[config.mk]
export PLATFORM = sky130hd
export DESIGN_NAME = noc_rr_pkt_mux_flat
export DESIGN_NICKNAME = d
export VERILOG_FILES = /design/src/rtl/noc_rr_pkt_mux_if.sv /design/src/rtl/noc_rr_pkt_mux.sv /design/src/flat_wrapper.sv
export SDC_FILE = /design/constraint.sdc
export NUM_CORES = 1
export LEC_CHECK = 0
export CAP_MARGIN = 20
export CORE_AREA = 2 2 140 142
export CTS_BUF_LIST = sky130_fd_sc_hd__clkbuf_4
export DETAILED_ROUTE_END_ITERATION = 7
export DIE_AREA = 0 0 142 144
export MAX_ROUTING_LAYER = met4
export PLACE_DENSITY_LB_ADDON = 0.05
export SKIP_LAST_GASP = 1
export SLEW_MARGIN = 20
export SYNTH_ARGS = -nofsm -noshare
export SYNTH_HDL_FRONTEND = slang
export SYNTH_SLANG_ARGS = --single-unit
[constraint.sdc]
create_clock -name clk -period 2.8 [get_ports clk]
set_input_delay 0.56 -clock clk [delete_from_list [all_inputs] [get_ports clk]]
set_output_delay 0.56 -clock clk [all_outputs]
set_load 0.01 [all_outputs]
[src/rtl/noc_rr_pkt_mux_if.sv]
// noc_rr_pkt_mux_if: bundles the flit handshake between upstream input buffers, the N:1 output
// mux and the downstream link.
//   idata/ivalid/ivch : flattened per-port input flits, valid and VC id (port k at slice k)
//   iready            : per-port accept returned upstream
//   odata/ovalid/ovch : registered output flit, valid and VC id
//   oready            : downstream accept
//   grant/locked      : current owner/winner (one-hot) and wormhole-lock status
// Modports: slave = mux side, master = environment driving the inputs and sinking the output.
interface noc_rr_pkt_mux_if #(
    parameter int unsigned NPORT = 4,
    parameter int unsigned DATAW = 66,
    parameter int unsigned VCHW  = 2
);
    logic [NPORT*DATAW-1:0] idata;
    logic [NPORT-1:0]       ivalid;
    logic [NPORT*VCHW-1:0]  ivch;
    logic [NPORT-1:0]       iready;
    logic [DATAW-1:0]       odata;
    logic                   ovalid;
    logic [VCHW-1:0]        ovch;
    logic                   oready;
    logic [NPORT-1:0]       grant;
    logic                   locked;

    modport master (
        output idata, ivalid, ivch, oready,
        input  iready, odata, ovalid, ovch, grant, locked
    );

    modport slave (
        input  idata, ivalid, ivch, oready,
        output iready, odata, ovalid, ovch, grant, locked
    );
endinterface

[src/rtl/noc_rr_pkt_mux.sv]
// noc_rr_pkt_mux: N:1 packet-aware output multiplexer for the router output stage.
// Round-robin arbitration among NPORT inputs; the winner keeps the output (wormhole lock) from
// its HEAD/DATA flit until its TAIL flit is accepted. The output is a single register stage
// with ready/valid backpressure.
// Ports:
//   clk   : system clock, rising edge
//   rst_  : asynchronous active-low reset
//   bus   : noc_rr_pkt_mux_if.slave (input flits, per-port ready, output flit, grant, locked)
// Optional (macro NOC_MUX_STATS_EN):
//   oflit_cnt : count of output handshakes, wraps at 2^32
//   opkt_cnt  : count of output handshakes carrying a TAIL flit, wraps at 2^32
// Flit type field is idata[DATAW-1:DATAW-2]: 00 NONE, 01 HEAD, 10 DATA, 11 TAIL.
module noc_rr_pkt_mux #(
    parameter int unsigned NPORT = 4,
    parameter int unsigned DATAW = 66,
    parameter int unsigned VCHW  = 2,
    parameter int unsigned PTRW  = 2
) (
    input logic             clk,
    input logic             rst_,
    noc_rr_pkt_mux_if.slave bus
`ifdef NOC_MUX_STATS_EN
    ,
    output logic [31:0]     oflit_cnt,
    output logic [31:0]     opkt_cnt
`endif
);

    localparam logic [1:0] TypeHead = 2'b01;
    localparam logic [1:0] TypeData = 2'b10;
    localparam logic [1:0] TypeTail = 2'b11;

    typedef enum logic [0:0] {StIdle, StLock} state_e;

    state_e            state_q, state_d;
    logic [PTRW-1:0]   rr_ptr_q, rr_ptr_d;
    logic [PTRW-1:0]   owner_q, owner_d;
    logic [PTRW-1:0]   winner, sel;
    logic              win_valid, sel_act, out_free, xfer;
    logic [NPORT-1:0]  grant, iready;
    logic [DATAW-1:0]  sel_data, odata_q;
    logic [VCHW-1:0]   sel_vch, ovch_q;
    logic [1:0]        sel_type;
    logic              ovalid_q;

    function automatic logic [PTRW-1:0] ptr_inc(input logic [PTRW-1:0] p);
        return (p == PTRW'(NPORT - 1)) ? '0 : p + PTRW'(1);
    endfunction

    // First requesting port scanning rr_ptr, rr_ptr+1, ... modulo NPORT.
    always_comb begin
        winner    = '0;
        win_valid = 1'b0;
        for (int unsigned i = 0; i < NPORT; i++) begin
            for (int unsigned k = 0; k < NPORT; k++) begin
                if (!win_valid && bus.ivalid[k] && (k == (32'(rr_ptr_q) + i) % NPORT)) begin
                    winner    = PTRW'(k);
                    win_valid = 1'b1;
                end
            end
        end
    end

    assign sel      = (state_q == StLock) ? owner_q : winner;
    assign sel_act  = (state_q == StLock) | win_valid;
    assign out_free = ~ovalid_q | bus.oready;

    // grant/iready are forced low during reset; iready never looks at the same port's ivalid.
    always_comb begin
        grant    = '0;
        sel_data = '0;
        sel_vch  = '0;
        for (int unsigned k = 0; k < NPORT; k++) begin
            grant[k] = rst_ & sel_act & (PTRW'(k) == sel);
            if (PTRW'(k) == sel) begin
                sel_data = bus.idata[k*DATAW +: DATAW];
                sel_vch  = bus.ivch[k*VCHW +: VCHW];
            end
        end
    end

    assign iready   = grant & {NPORT{out_free}};
    assign xfer     = |(bus.ivalid & iready);
    assign sel_type = sel_data[DATAW-1 -: 2];

    always_comb begin
        state_d  = state_q;
        rr_ptr_d = rr_ptr_q;
        owner_d  = owner_q;
        unique case (state_q)
            StIdle: begin
                if (xfer) begin
                    if (sel_type == TypeTail) begin
                        rr_ptr_d = ptr_inc(winner);
                    end else if (sel_type == TypeHead || sel_type == TypeData) begin
                        state_d = StLock;
                        owner_d = winner;
                    end
                end
            end
            StLock: begin
                // Only the owner can transfer here; a bubble simply holds the lock.
                if (xfer && sel_type == TypeTail) begin
                    state_d  = StIdle;
                    rr_ptr_d = ptr_inc(owner_q);
                end
            end
            default: state_d = StIdle;
        endcase
    end

    always_ff @(posedge clk or negedge rst_) begin
        if (!rst_) begin
            state_q  <= StIdle;
            rr_ptr_q <= '0;
            owner_q  <= '0;
        end else begin
            state_q  <= state_d;
            rr_ptr_q <= rr_ptr_d;
            owner_q  <= owner_d;
        end
    end

    // Output stage: load on transfer, clear valid once drained, hold everything while stalled.
    always_ff @(posedge clk or negedge rst_) begin
        if (!rst_) begin
            odata_q  <= '0;
            ovch_q   <= '0;
            ovalid_q <= 1'b0;
        end else if (xfer) begin
            odata_q  <= sel_data;
            ovch_q   <= sel_vch;
            ovalid_q <= 1'b1;
        end else if (bus.oready) begin
            ovalid_q <= 1'b0;
        end
    end

    assign bus.odata  = odata_q;
    assign bus.ovch   = ovch_q;
    assign bus.ovalid = ovalid_q;
    assign bus.grant  = grant;
    assign bus.iready = iready;
    assign bus.locked = (state_q == StLock);

`ifdef NOC_MUX_STATS_EN
    logic out_hs;
    assign out_hs = ovalid_q & bus.oready;

    always_ff @(posedge clk or negedge rst_) begin
        if (!rst_) begin
            oflit_cnt <= '0;
            opkt_cnt  <= '0;
        end else if (out_hs) begin
            oflit_cnt <= oflit_cnt + 32'd1;
            if (odata_q[DATAW-1 -: 2] == TypeTail) begin
                opkt_cnt <= opkt_cnt + 32'd1;
            end
        end
    end
`endif

endmodule

[src/flat_wrapper.sv]
// flat-port wrapper written by rule: the top's interface ports become plain ports
module noc_rr_pkt_mux_flat 
#(
    parameter int unsigned NPORT = 4,
    parameter int unsigned DATAW = 66,
    parameter int unsigned VCHW  = 2,
    parameter int unsigned PTRW  = 2
)
  (clk, rst_, bus_idata, bus_ivalid, bus_ivch, bus_oready, bus_iready, bus_odata, bus_ovalid, bus_ovch, bus_grant, bus_locked);
  noc_rr_pkt_mux_if #(.NPORT(NPORT), .DATAW(DATAW), .VCHW(VCHW)) bus_i ();
  input logic clk;
  input logic rst_;
  input wire logic [$bits(bus_i.idata)-1:0] bus_idata;
  input wire logic [$bits(bus_i.ivalid)-1:0] bus_ivalid;
  input wire logic [$bits(bus_i.ivch)-1:0] bus_ivch;
  input wire logic [$bits(bus_i.oready)-1:0] bus_oready;
  output wire logic [$bits(bus_i.iready)-1:0] bus_iready;
  output wire logic [$bits(bus_i.odata)-1:0] bus_odata;
  output wire logic [$bits(bus_i.ovalid)-1:0] bus_ovalid;
  output wire logic [$bits(bus_i.ovch)-1:0] bus_ovch;
  output wire logic [$bits(bus_i.grant)-1:0] bus_grant;
  output wire logic [$bits(bus_i.locked)-1:0] bus_locked;
  assign bus_i.idata = bus_idata;
  assign bus_i.ivalid = bus_ivalid;
  assign bus_i.ivch = bus_ivch;
  assign bus_i.oready = bus_oready;
  assign bus_iready = bus_i.iready;
  assign bus_odata = bus_i.odata;
  assign bus_ovalid = bus_i.ovalid;
  assign bus_ovch = bus_i.ovch;
  assign bus_grant = bus_i.grant;
  assign bus_locked = bus_i.locked;
  noc_rr_pkt_mux #(.NPORT(NPORT), .DATAW(DATAW), .VCHW(VCHW), .PTRW(PTRW)) u_core (.clk(clk), .rst_(rst_), .bus(bus_i));
endmodule
======== Word level (Yosys, flattened, before mapping) ========
Index checks and enable logic that the tools add are counted.
W data, S select, Z words.
storage, ports and cells
  ROM bits ................................ 0
  latch bits .............................. 0
  memory bits (writable) .................. 0
  bits in registers ....................... 74
  output and inout port bits .............. 78
  memories ................................ 0
  word-level logic and storage cells ...... 156
cells by class
  div/mod/pow operators ................... 0
  $mul .................................... 0
  $add $sub $neg .......................... 5
  multiplexer cells ....................... 53
  $lt $le $gt $ge ......................... 0
  bitwise operators ....................... 12
  reduce and logical (&&, ||, !) cells .... 57
  shifts and indexed selects .............. 0
  equality and inequality tests ........... 23
operators by type and width
  operator               number
  $mux W66               4
  $logic_not A32 Y1      4
  $mux W2                24
  $logic_and A1 B1 Y1    32
  $mux W1                23
  $eq A2 B2 Y1 const A   10
  $logic_not A1 Y1       15
  $eq A1 B2 Y1 const A   5
  $and A4 B4 Y4          2
  $eq A2 B2 Y1 const B   4
  $add A2 B1 Y2 const B  3
  $and A1 B1 Y1          5
  $add A2 B2 Y2 const B  2
  $ne A2 B1 Y1 const B   2
  $pmux W2 S2            1
  $reduce_and A4 Y1      1
  $reduce_or A4 Y1       1
  $not A1 Y1             3
  $reduce_and A3 Y1      1
  $eq A2 B1 Y1 const B   1
  $logic_not A2 Y1       1
  $ne A2 B2 Y1 const B   1
  $or A1 B1 Y1           2
  $pmux W1 S2            1
  other kinds (2)        2

======== Logic depth before layout (Yosys ltp) ========
Gate-level depths: netlist of run 1.
  depth in word-level cells ............... 75
  depth in mapped cells ................... 13
  gate-level depth less buffers ........... 10

======== Worst setup path after synthesis of run 1 ========
No wires, ideal clock.
  path kind ............................... input -> register
  start point ............................. input bus_ivalid[3]
  end point ............................... register u_core.owner_q[1]
  library setup time ...................... 128 ps
  cell stages on the path ................. 11
  setup slack ............................. 190 ps
  data arrival time ....................... 2482 ps
  required time ........................... 2672 ps
  path buffers ............................ 2
  cells stage by stage .................... buf_4 -> nor2b_1 -> o21ai_1 -> a32oi_1 -> buf_2 -> mux4_2 -> ha_1 -> nor2b_1 -> nand3b_1 -> nand2_1 -> o21ai_0
between the ends
  word-level cells in the longest chain between the ends .. 60
  elaborated cells between the ends (all ways) .. 88
RTL lines
  what                                              line                   text
  start: declaration                                flat_wrapper.sv:14     input wire logic [$bits(bus_i.ivalid)-1:0] bus_ivalid;
  $logic_and A1 B1 Y1 (2 in a row)                  noc_rr_pkt_mux.sv:56   if (!win_valid && bus.ivalid[k] && (k == (32'(rr_ptr_q) + i) % NPORT)) begin
  $mux W1                                           noc_rr_pkt_mux.sv:56
  $logic_not A1 Y1                                  noc_rr_pkt_mux.sv:56
  $logic_and A1 B1 Y1 (2 in a row)                  noc_rr_pkt_mux.sv:56
  $mux W1                                           noc_rr_pkt_mux.sv:56
  $logic_not A1 Y1                                  noc_rr_pkt_mux.sv:56
  $logic_and A1 B1 Y1 (2 in a row)                  noc_rr_pkt_mux.sv:56
  $mux W1                                           noc_rr_pkt_mux.sv:56
  [40 not listed]                                   n/a
  $mux W2 *                                         noc_rr_pkt_mux.sv:64   assign sel = (state_q == StLock) ? owner_q : winner;
  $logic_not A2 Y1                                  noc_rr_pkt_mux.sv:75   if (PTRW'(k) == sel) begin
  $mux W66 (3 in a row)                             noc_rr_pkt_mux.sv:75
  $mux W66 *                                        noc_rr_pkt_mux.sv:75
  via u_core.sel_data[65]                           noc_rr_pkt_mux.sv:41   logic [DATAW-1:0] sel_data, odata_q;
  $eq A2 B1 Y1, or another cell as far along        noc_rr_pkt_mux.sv:95   end else if (sel_type == TypeHead || sel_type == TypeData) begin
  $logic_or A1 B1 Y1 or $not A1 Y1 (tied branches)  n/a
  $reduce_and A4 Y1 (no source line) *              n/a
  end signal: assignment                            noc_rr_pkt_mux.sv:120  owner_q <= owner_d;
  end: declaration                                  noc_rr_pkt_mux.sv:37   logic [PTRW-1:0] owner_q, owner_d;
The timed path passes the listed nets; every way through them passes the cells marked *.
A chain may end at the register's enable or synchronous reset.

======== Final worst setup path of run 1 ========
  start point ............................. input bus_ivalid[0]
  end point ............................... output bus_iready[0]
between the ends
  word-level cells in the longest chain between the ends .. 66
  elaborated cells between the ends (all ways) .. 83
RTL lines
  what                                               line                                        text
  $logic_and A1 B1 Y1                                noc_rr_pkt_mux.sv:56
  $mux W1                                            noc_rr_pkt_mux.sv:56
  $logic_not A1 Y1                                   noc_rr_pkt_mux.sv:56
  $logic_and A1 B1 Y1 (2 in a row)                   noc_rr_pkt_mux.sv:56
  $mux W1                                            noc_rr_pkt_mux.sv:56
  $logic_not A1 Y1                                   noc_rr_pkt_mux.sv:56
  $logic_and A1 B1 Y1 (2 in a row)                   noc_rr_pkt_mux.sv:56
  $mux W1                                            noc_rr_pkt_mux.sv:56
  [47 not listed]                                    n/a
  $mux W1                                            noc_rr_pkt_mux.sv:56
  $logic_not A1 Y1                                   noc_rr_pkt_mux.sv:56
  $logic_and A1 B1 Y1 (2 in a row)                   noc_rr_pkt_mux.sv:56
  $mux W1 or $mux W2 (tied branches)                 noc_rr_pkt_mux.sv:56
  $or A1 B1 Y1 or $mux W2 (tied branches)            noc_rr_pkt_mux.sv:65, noc_rr_pkt_mux.sv:64
  $and A1 B1 Y1 or $logic_not A2 Y1 (tied branches)  noc_rr_pkt_mux.sv:74                        grant[k] = rst_ & sel_act & (PTRW'(k) == sel);
  $and A1 B1 Y1 *                                    noc_rr_pkt_mux.sv:74
  $and A4 B4 Y4 *                                    noc_rr_pkt_mux.sv:82                        assign iready = grant & {NPORT{out_free}};
  end: declaration                                   flat_wrapper.sv:17                          output wire logic [$bits(bus_i.iready)-1:0] bus_iready;
Every way passes the cells marked *; elsewhere a longest branch is shown, timed or not.

==> results of run 1 <==
-- layer usage --
layer / part of all wire / GRT usage / vias to the layer above
met5: 0 / - / -
met4: 0.022 / 0.0589 / 0
met3: 0.066 / 0.0507 / 26
met2: 0.55 / 0.359 / 199
met1: 0.36 / 0.196 / 2370
li1: - / - / 2470
-- area by class of cell --
cell class	instances	area [µm²]	share of cell area
antenna	1	2.50	0.000255
multi-input combinational	350	3560	0.362
sequential	74	1860	0.189
clock buffer	10	75.1	0.00764
tap	238	298	0.0303
inverter	7	26.3	0.00267
timing repair buffer	398	3940	0.401
clock inverter	6	67.6	0.00687
-- registers in the layout, indices dropped and copies added (netlist names) --
signal and flops:
u_core.owner_q 2, u_core.bus.locked 1, u_core.bus.odata 66, u_core.bus.ovch 2, u_core.bus.ovalid 1, u_core.rr_ptr_q 2
-- cells by family (layout without fill, tap and decap cells) --
family                     after synthesis  in the layout  synth area share
other                                    0              1                 0
AOI/OAI and AO/OA                       41             41            0.0538
and+or+nand+nor                         34             34            0.0301
adders and majority gates                2              2           0.00436
DFF                                     74             74             0.322
muxes                                  273            273             0.527
buffers and inverters                   45            421            0.0627
-- what timing repair did --
action                                  in CTS  in global routing
pin swaps                                    1                  1
setup buffers                                4                  0
endpoints found under the setup margin       8                  6
hold buffers                                 1                  0
gates resized for setup                     19                  2
endpoints found under the hold margin        2                  0
-- power by group --
part	internal (mW)	switching [mW]
sequential	1.64	0.366
clock	0.283	0.415
combinational	4.02	2.84
total	5.94	3.62
-- worst max-delay path: cells and delay by family --
kind / cells / cell delay, ns
AO/OA/AOI/OAI: 2 / 0.35
buffers and inverters: 2 / 0.60
AND/OR/NAND/NOR: 2 / 0.61
-- cells in the mapped netlist, drive strengths merged, types with 2 or more instances --
master / number
nor2b: 6
nand2b: 2
mux2i: 204
buf: 37
o21ai: 14
mux2: 68
dfrtp: 74
nor3: 2
nor2: 11
o211ai: 2
o21a: 2
nand2: 7
o31ai: 3
nand3: 2
a21oi: 8
a31oi: 2
inv: 7
ha: 2
a21o: 3
-- per-stage QoR --
stage	cell area [µm²]	hold slack [ns]	setup TNS, ns	power (mW)
floorplan	5740	0.264	0	6.44
global placement	9640	0.387	-17.86	8.90
detailed placement	9640	0.385	-17.11	8.93
CTS	9820	0.401	0	9.74
global route	9830	0.402	0	10.2
finish	9830	0.459	0	9.56
-- path summary, 6_finish.rpt --
check	from	to	slack (ns)	cells after the start
min	rst_	u_core.bus.odata[19]	0.46	2
max reg2reg	u_core.rr_ptr_q[1]	u_core.owner_q[1]	0.16	10
min reg2reg	u_core.bus.odata[38]	u_core.bus.odata[38]	0.52	1
min in group clk	u_core.bus.odata[38]	u_core.bus.odata[38]	0.52	1
max in group asynchronous	rst_	u_core.rr_ptr_q[1]	1.12	3
max	bus_ivalid[0]	bus_iready[0]	0.12	6
==> impl_metrics.tcl, run 1 <==
set metrics [dict create \
    status "completed" \
    avgSynthCellArea_um2 12.2 \
    cp_max_fo 6 \
    grt_max_degree 73 \
    yosys.area.top_type_share 0.355 \
    drcViolationCount 0 \
    final_layout_size_suffix_gt1_frac 0.169 \
    h-tree-depth 3 \
    path_clk_slew_ns 0.12 \
    numCtsBuffers 9 \
    fin_worst_skew_ns 0.0192 \
    worst_path_max_delay_cell "or4_4" \
    grt_pass1_vias 5332 \
    dp.cells 1062 \
    fmax_ghz 0.373 \
    place_ws_ns -0.373 \
    setup_viol 0 \
    rsz0062_at_grt "false" \
    synth-seq-cells 74 \
    wire_per_inst_um 18.0 \
    hold_viol_final 0 \
    grt_pass1_wl_um 29100 \
    tightest_slew_ns 0.955 \
    crit_chain "dlygate4sd2_1 -> or4_4 -> o21ai_4 -> a21o_4 -> nor2_1 -> dlygate4sd2_1" \
    fillers 1699 \
    leakage_nw 4.74 \
    relSlewSlack 0.363 \
    vias 5065 \
    synthCells 469 \
    path_class "input pin to output port" \
    fin_nets 1121 \
    maxCapViolations 0 \
    final_cell_mix "343 x clkdlybuf4s50_1, 204 x mux2i_1, 71 x dfrtp_1" \
    hp-class "input pin to async pin" \
    slew_viol_final 0 \
    syn_area_um2 5740 \
    synth_ff_type "dfrtp_1" \
    vdd_drop_max_v 0.000552 \
    area_growth_pct 71.1 \
    fp.dieW_um 142 \
    num_rows 51 \
    fin_crit_sh 0.956 \
    clock_sinks 74 \
    antenna_left 0 \
    synth_nets 750 \
    wl_um 19600 \
    grt_use_total 0.192 \
    core_area_um2 19100 \
    min_period_ns 2.68 \
    yosys.area.top_type "mux2i_1" \
    hpwl_um 15700 \
    mostFrequentLayoutCell "clkdlybuf4s50_1" \
    slowest_delay_ns 0.57 \
    synth_edf_count 0 \
    fin_ws_ns 0.122 \
    drt_first_pass_iters 4 \
    utilization 0.515 \
    first_iter_violations 123 \
    start_util 0.301 \
    critPathLaunchType "input pin" \
    die_y_um 144 \
    cp.required_ns 2.24 \
    power_per_cell_area_nw_per_um2 973 \
    cts_tree "built" \
    ys_seq_area_frac 0.322 \
    root_buffer "clkbuf_4" \
    end_kind "output port" \
    crit_top_cell "dlygate4sd2_1" \
    die_area_um2 20400 \
    ys.warnings.count 0 \
    arrival_ns 2.12 \
    insertion_delay_ns 0.44 \
    antenna_found_initial 1 \
    io_pins 357 \
    grt_overflow 0 \
    final_cells 1084 \
    via_per_inst 4.67 \
    gp_congestion 0.890 \
    placement.io_buffers 356 \
    cts_max_path_buffers 2 \
    synth_cell_type_count 43 \
    async_reset_ff_frac 1.00 \
    synth.top_cells.by_area "mux2i_1 36%, dfrtp_1 32%, mux2_4 14%" \
]
No activity file was read; power rests on OpenSTA's default activity.
==> inputs of run 2 (changes only) <==
--- a/config.mk
+++ b/config.mk
@@ -5,11 +5,12 @@
 export SDC_FILE = /design/constraint.sdc
 export NUM_CORES = 1
 export LEC_CHECK = 0
+export ABC_AREA = 1
 export CAP_MARGIN = 20
-export CORE_AREA = 2 2 140 142
+export CORE_AREA = 2 2 137 139
 export CTS_BUF_LIST = sky130_fd_sc_hd__clkbuf_4
 export DETAILED_ROUTE_END_ITERATION = 7
-export DIE_AREA = 0 0 142 144
+export DIE_AREA = 0 0 139 141
 export MAX_ROUTING_LAYER = met4
 export PLACE_DENSITY_LB_ADDON = 0.05
 export SKIP_LAST_GASP = 1
==> run 2 against run 1 <==
  * Worst hold slack lost 0.32 ns
  * Die area shrank 4.2%
  * Power grew 43%
  * Critical path type unchanged
  * Synthesized cell count grew 57%
  * Sequential power is essentially flat
  * Sequential share of layout area shrank 1.1 points
  * Utilization grew 5.7 points
  * Synthesized area shrank 12%
  * Largest cell class unchanged
  * Flip-flop and latch count is the same
  * The run now ends with setup timing left
  * Highest routed layer unchanged
  * Clock skew shrank 0.010 ns
  * Cell count grew 27%
==> impl_metrics.tcl, run 2 <==
set metrics [dict create \
    min_period_ns 3.32 \
    insertion_delay_ns 0.44 \
    grt_use_total 0.252 \
    area_growth_pct 106 \
    clockPowerShare 0.042 \
    start_util 0.277 \
    num_rows 50 \
    reg2reg_slack_ns -0.48 \
    ys.warnings.count 0 \
    status "finished, violations left" \
    mostFrequentLayoutCell "clkdlybuf4s50_1" \
    fillers 1731 \
    critPathBufInv 6 \
    drt_first_pass_iters 5 \
    io_pins 357 \
    synth-seq-cells 74 \
    ys_seq_area_frac 0.365 \
    yosys.area.top_type_share 0.365 \
    antenna_left 0 \
    synth_edf_count 0 \
    r2r_start "u_core.rr_ptr_q[0]" \
    power.total_mw 13.7 \
    clock_sinks 74 \
    largest_reg_flops 66 \
    h-tree-depth 3 \
    relSlewSlack 0.534 \
    hpwl_um 17300 \
    avgSynthCellArea_um2 6.87 \
    tightest_slew_ns 0.700 \
    placement.io_buffers 356 \
    reg2reg_depth 25 \
    drcViolationCount 0 \
    cp-startpoint "bus_ivalid[1]" \
    regArea_um2 1850 \
    gp_congestion 0.839 \
    arrival_ns 2.76 \
    fp.dieW_um 139 \
    wl_um 24600 \
    fin_crit_sh 1.19 \
    core_area_um2 18300 \
    die_y_um 141 \
    cp_max_fo 6 \
    maxCapViolations 0 \
    grt_overflow 0 \
    wire_per_inst_um 17.9 \
    yosysMostFrequentCell "nand2_1" \
    root_buffer "clkbuf_4" \
    p_int_mw 7.17 \
    antenna_found_initial 0 \
    crit_chain "clkdlybuf4s50_1 -> buf_4 -> nand2_1 -> nand4_4 -> nor2_2 -> nand4_1 -> nor3_2 -> nand4_2 -> nand3_2 -> nand2_4 -> buf_12 -> clkinv_8 -> nor2_4 -> inv_2 -> nor3_4 -> buf_2" \
    synth_common_cells "197 x nand2_1, 123 x nand3_1, 77 x o21ai_0, 74 x dfrtp_1, 65 x nand4_1" \
    vias 6876 \
    numCtsBuffers 9 \
    yosys.area.top_type "dfrtp_1" \
    fin_tns_setup_ns -31.13 \
    fin_worst_skew_ns 0.00912 \
    rsz0062_at_grt "true" \
    async_reset_ff_frac 1.00 \
    path_class "input pin to output port" \
    cts_max_path_buffers 2 \
    grt_max_degree 57 \
    leakage_nw 4.39 \
    final_cell_mix "347 x clkdlybuf4s50_1, 129 x nand2_1, 118 x nand3_1" \
    syn_area_um2 5070 \
    final_layout_size_suffix_gt1_frac 0.213 \
    grt_pass1_vias 6732 \
    combPwrFrac 0.811 \
    power_switching_mw 6.55 \
    fin_nets 1420 \
    synth_cell_type_count 31 \
    seqPwrFrac 0.147 \
    violations "setup timing" \
    fin_ws_ns -0.520 \
    synth_nets 1019 \
    cp.required_ns 2.24 \
    multi_input_area_um2 3210 \
    via_per_inst 4.99 \
    vdd_drop_max_v 0.00113 \
    switching_share 0.477 \
    cts_tree "built" \
    grt_pass1_wl_um 37800 \
    fmax_ghz 0.301 \
    worst_path_max_delay_cell "clkdlybuf4s50_1" \
    r2r_end "u_core.bus.odata[8]" \
    slew_viol_final 0 \
    place_ws_ns -1.04 \
    path_delay_family "simple AND/OR/NAND/NOR gates" \
    end_kind "output port" \
    die_area_um2 19600 \
    holdBufCountCts 0 \
    synth_ff_type "dfrtp_1" \
    critPathLaunchType "input pin" \
    synth.top_cells.by_area "dfrtp_1 37%, nand2_1 15%, nand3_1 12%" \
    setup_viol 82 \
    holdWs_ns 0.135 \
    slowest_delay_ns 0.46 \
    power_per_cell_area_nw_per_um2 1310 \
    hp-class "input pin to async pin" \
    path_clk_slew_ns 0.12 \
    num_antenna_cells 0 \
    first_iter_violations 378 \
    hold_viol_final 0 \
    synthCells 738 \
]
## run 2: routing by layer
metal | global-route usage | vias to the layer above | share of wire
met5 | - | - | 0
met1 | 0.300 | 3190 | 0.41
met4 | 0.0718 | 0 | 0.019
met3 | 0.0513 | 31 | 0.064
met2 | 0.436 | 260 | 0.51
li1 | - | 3395 | -
## run 2: worst register-to-register path, cell delays in order, from the launching register on
cell	delay [ns]
dfrtp_2	0.54
inv_2	0.07
nand3_2	0.06
nand2_2	0.07
nor2_4	0.15
nand4_4	0.10
nor2_2	0.09
nand4_1	0.15
nor3_2	0.20
nand4_2	0.17
nand3_2	0.14
nand2_4	0.08
buf_12	0.14
clkinv_8	0.05
nand4_1	0.09
buf_4	0.17
nor2_4	0.07
nor2_2	0.04
nand2_2	0.07
buf_12	0.14
buf_12	0.13
clkinv_16	0.09
buf_12	0.14
buf_16	0.13
nand2_2	0.05
o21ai_1	0.07
## run 2: final cells by class
| type | count | area share |
|---|---|---|
| repair buffers | 452 | 0.463 |
| flip-flops and latches | 74 | 0.178 |
| clock buffers | 11 | 0.00791 |
| clock inverters | 5 | 0.00204 |
| multi-input cells | 578 | 0.307 |
| well taps | 234 | 0.0280 |
| inverters | 23 | 0.0115 |
| repair inverters | 1 | 0.00287 |
## run 2: through the flow
| stage | utilization | instance area [µm²] | instances |
|---|---|---|---|
| 2_1_floorplan | - | 5230 | 738 |
| 3_3_place_gp | 0.505 | 9220 | 1318 |
| 3_5_place_dp | 0.505 | 9220 | 1318 |
| 4_1_cts | 0.567 | 10400 | 1374 |
| 5_1_grt | 0.572 | 10400 | 1378 |
| 6_report | 0.572 | 10400 | 1378 |
## run 2: kinds of logic after synthesis
family / after synthesis / share of synthesized area
DFF: 74 / 0.365
AOI/OAI and AO/OA: 151 / 0.159
buffers and inverters: 86 / 0.0820
and+or+nand+nor: 425 / 0.389
adders and majority gates: 2 / 0.00494
## run 2: power groups by stage
stage	clock network (mW)	registers [mW]	logic (mW)
5_1_grt	0.661	2.07	12.1
4_1_cts	0.603	2.01	11.1
2_1_floorplan	0	2.11	5.09
6_report	0.576	2.01	11.1
3_5_place_dp	0	1.92	8.60
3_3_place_gp	0	1.90	8.59
## run 2: repair_timing
action	4_1_cts	5_1_grt
pin swaps	39	5
gates cloned	16	0
gates resized for setup	176	10
setup endpoints to repair	82	82
setup buffers	27	4
## run 2: worst max-delay path by stage
| stage | endpoint | slack [ns] | cells past startpoint |
|---|---|---|---|
| 6_report | bus_iready[2] | -0.52 | 16 |
| 5_1_grt | bus_iready[2] | -0.76 | 18 |
| 4_1_cts | bus_iready[2] | -0.51 | 19 |
| 3_5_place_dp | bus_iready[3] | -1.04 | 14 |
| 3_3_place_gp | bus_iready[3] | -0.98 | 14 |
| 2_1_floorplan | u_core.owner_q[1] | -0.17 | 21 |
==> RTL edit (flow settings as in run 2) <==
`PTRW` is set to 2 in 2 places; all go to 3.
--- a/src/rtl/noc_rr_pkt_mux.sv
+++ b/src/rtl/noc_rr_pkt_mux.sv
@@ -14,7 +14,7 @@
     parameter int unsigned NPORT = 4,
     parameter int unsigned DATAW = 66,
     parameter int unsigned VCHW  = 2,
-    parameter int unsigned PTRW  = 2
+    parameter int unsigned PTRW  = 3
 ) (
     input logic             clk,
     input logic             rst_,
--- a/src/flat_wrapper.sv
+++ b/src/flat_wrapper.sv
@@ -4,7 +4,7 @@
     parameter int unsigned NPORT = 4,
     parameter int unsigned DATAW = 66,
     parameter int unsigned VCHW  = 2,
-    parameter int unsigned PTRW  = 2
+    parameter int unsigned PTRW  = 3
 )
   (clk, rst_, bus_idata, bus_ivalid, bus_ivch, bus_oready, bus_iready, bus_odata, bus_ovalid, bus_ovch, bus_grant, bus_locked);
   noc_rr_pkt_mux_if #(.NPORT(NPORT), .DATAW(DATAW), .VCHW(VCHW)) bus_i ();
Function: not settled (the Yosys comparison gave no result); the edit may change what the design does.
==> RTL edit against run 2 <==
- the flow still finishes with violations (negative setup slack)
- power decreased by 4.0%
- sequential cell count unchanged
- non-clock buffer count decreased by 8
- die area unchanged
- area after synthesis increased by 1.0%
- highest routed layer unchanged
- critical path type is now reg -> out
- maximum frequency increased by 4.9%
- critical path depth decreased by 2
- routed wire length increased by 1.2%
- final area decreased by 2.7%
- setup slack improved by 150 ps
==> RTL edit: results (changes against run 2) <==
critPathMaxStageDelay_ps: 500  # +40 ps
placed_area_um2: 9199  # -0.27%
fin_nets: 1413  # -0.49%
m1WireLength_um: 10450  # +3.2%
firstDrtPassIters: 5  # unchanged
grt_pass1_vias: 6562  # -2.5%
wl_met3_um: 1654  # +5.3%
yosys_warnings: 0  # unchanged
min_path_type: "reg -> reg"
total_power_uw: 13160  # -4.0%
fin_skew_ps: 26.71  # +17.58 ps
grt_most_used_layer: "met2"
gr-usage-all-layers: 0.2422  # -0.01005
synth.area.top_cells: "dfrtp_1, nand2_1, nand3_1"
route.top_layer_used: "met4"
grt_max_degree: 68  # +19%
synthTopCellsByCount: "nand2_1, nand3_1, dfrtp_1"
critPathMaxFanout: 6  # unchanged
routed_via_density: 4.969  # -0.41%
yosysSeqAreaShare: 0.3618  # -0.003662
violations: "negative setup slack"
fillers: 1722  # -0.52%
tightest_slew_ps: 892.0  # +192.4 ps
synthFlopType: "dfrtp_1"
timing.critical_path.slowest_stage_cell: "dfrtp_2"
grt_use_met1: 0.2958  # -0.004080
power.leakage_uw: 0.004261  # -3.0%
drtIter0Drc: 302  # -20%
cp_data_arrival_time_ps: 2610  # -150 ps
outcome: "finished with violations"
clk_pin_slew_ps: 130
p_comb_frac: 0.805  # -0.006
drt-total-wl_um: 24890  # +1.2%
drive_above_1_share: 0.1805  # -0.03283
syn-num-nets: 1019  # unchanged
grtUsageMet2: 0.4081  # -0.02748
antenna_found_initial: 1  # +1
place_congestion: 0.8787  # +4.7%
setup_viol: 81  # -1.2%
p_int_uw: 6620  # -7.7%
clockBufferDepth: 2  # unchanged
ir_worst_vdd_uv: 1092  # -3.7%
pwr-share-seq: 0.145  # -0.002
use_met3: 0.05231  # +0.001019
finalWorstSetupSlack_ps: -365.7  # +154.5 ps
insertion_delay_ps: 440  # about the same
grt_pass1_wl_um: 36340  # -3.9%
finalSetupTns_ps: -13240  # +17890 ps
synth-async-reset-ratio: 1.000  # unchanged
wl_met2_um: 12420  # about the same
hpwlAfterDp_um: 17140  # -1.2%
==> RTL edit: stage by stage <==
step | std cells | setup slack, ps
floorplan | 738 | -135.0
global placement | 1320 | -974.3
detailed placement | 1320 | -1054
CTS | 1355 | -396.7
global route | 1371 | -582.2
finish | 1371 | -365.7
==> RTL edit: repair_timing <==
| item | 4_1_cts | 5_1_grt |
|---|---|---|
| setup endpoints to repair | 82 | 82 |
| hold buffers | 1 | 0 |
| pin swaps | 19 | 10 |
| cloned | 3 | 12 |
| endpoints found under the hold margin | 2 | 0 |
| gates resized for setup | 78 | 70 |
| setup buffers | 17 | 10 |
==> RTL edit: path summary, 6_finish.rpt <==
path	start	cells after the start	slack, ps	endpoint
setup / recovery	u_core.rr_ptr_q[0]	14	-370	bus_iready[1]
hold / removal	u_core.bus.odata[30]	2	490	u_core.bus.odata[30]
setup reg to reg	u_core.rr_ptr_q[0]	24	-240	u_core.owner_q[1]
hold reg to reg	u_core.bus.odata[30]	2	490	u_core.bus.odata[30]
max in group asynchronous	rst_	4	1010	u_core.rr_ptr_q[1]
min in group asynchronous	rst_	3	630	u_core.bus.odata[10]
==> RTL edit: cell type report <==
type,count,area [um^2],share of cell area
clock inverter,6,57.56,0.005663
sequential,74,1854,0.1824
timing repair buffer,444,4552,0.4479
inverter,23,122.6,0.01206
tap,234,292.8,0.02881
clock buffer,9,67.56,0.006648
multi-input combinational,578,3187,0.3136
timing repair inverter,2,27.53,0.002708
antenna,1,2.502,0.0002462
==> RTL edit: kinds of logic after synthesis <==
kind of cell,count (synthesis),share of synthesized area
compound gates,152,0.1611
fa+ha+maj,2,0.004888
buf+inv,86,0.08115
flops,74,0.3618
simple gates,424,0.3911
==> RTL edit: critical path: cells and delay by family, from the launching register on <==
kind	cells	cell delay [ps]
simple gates	11	1360
flops	1	500
buf+inv	3	320
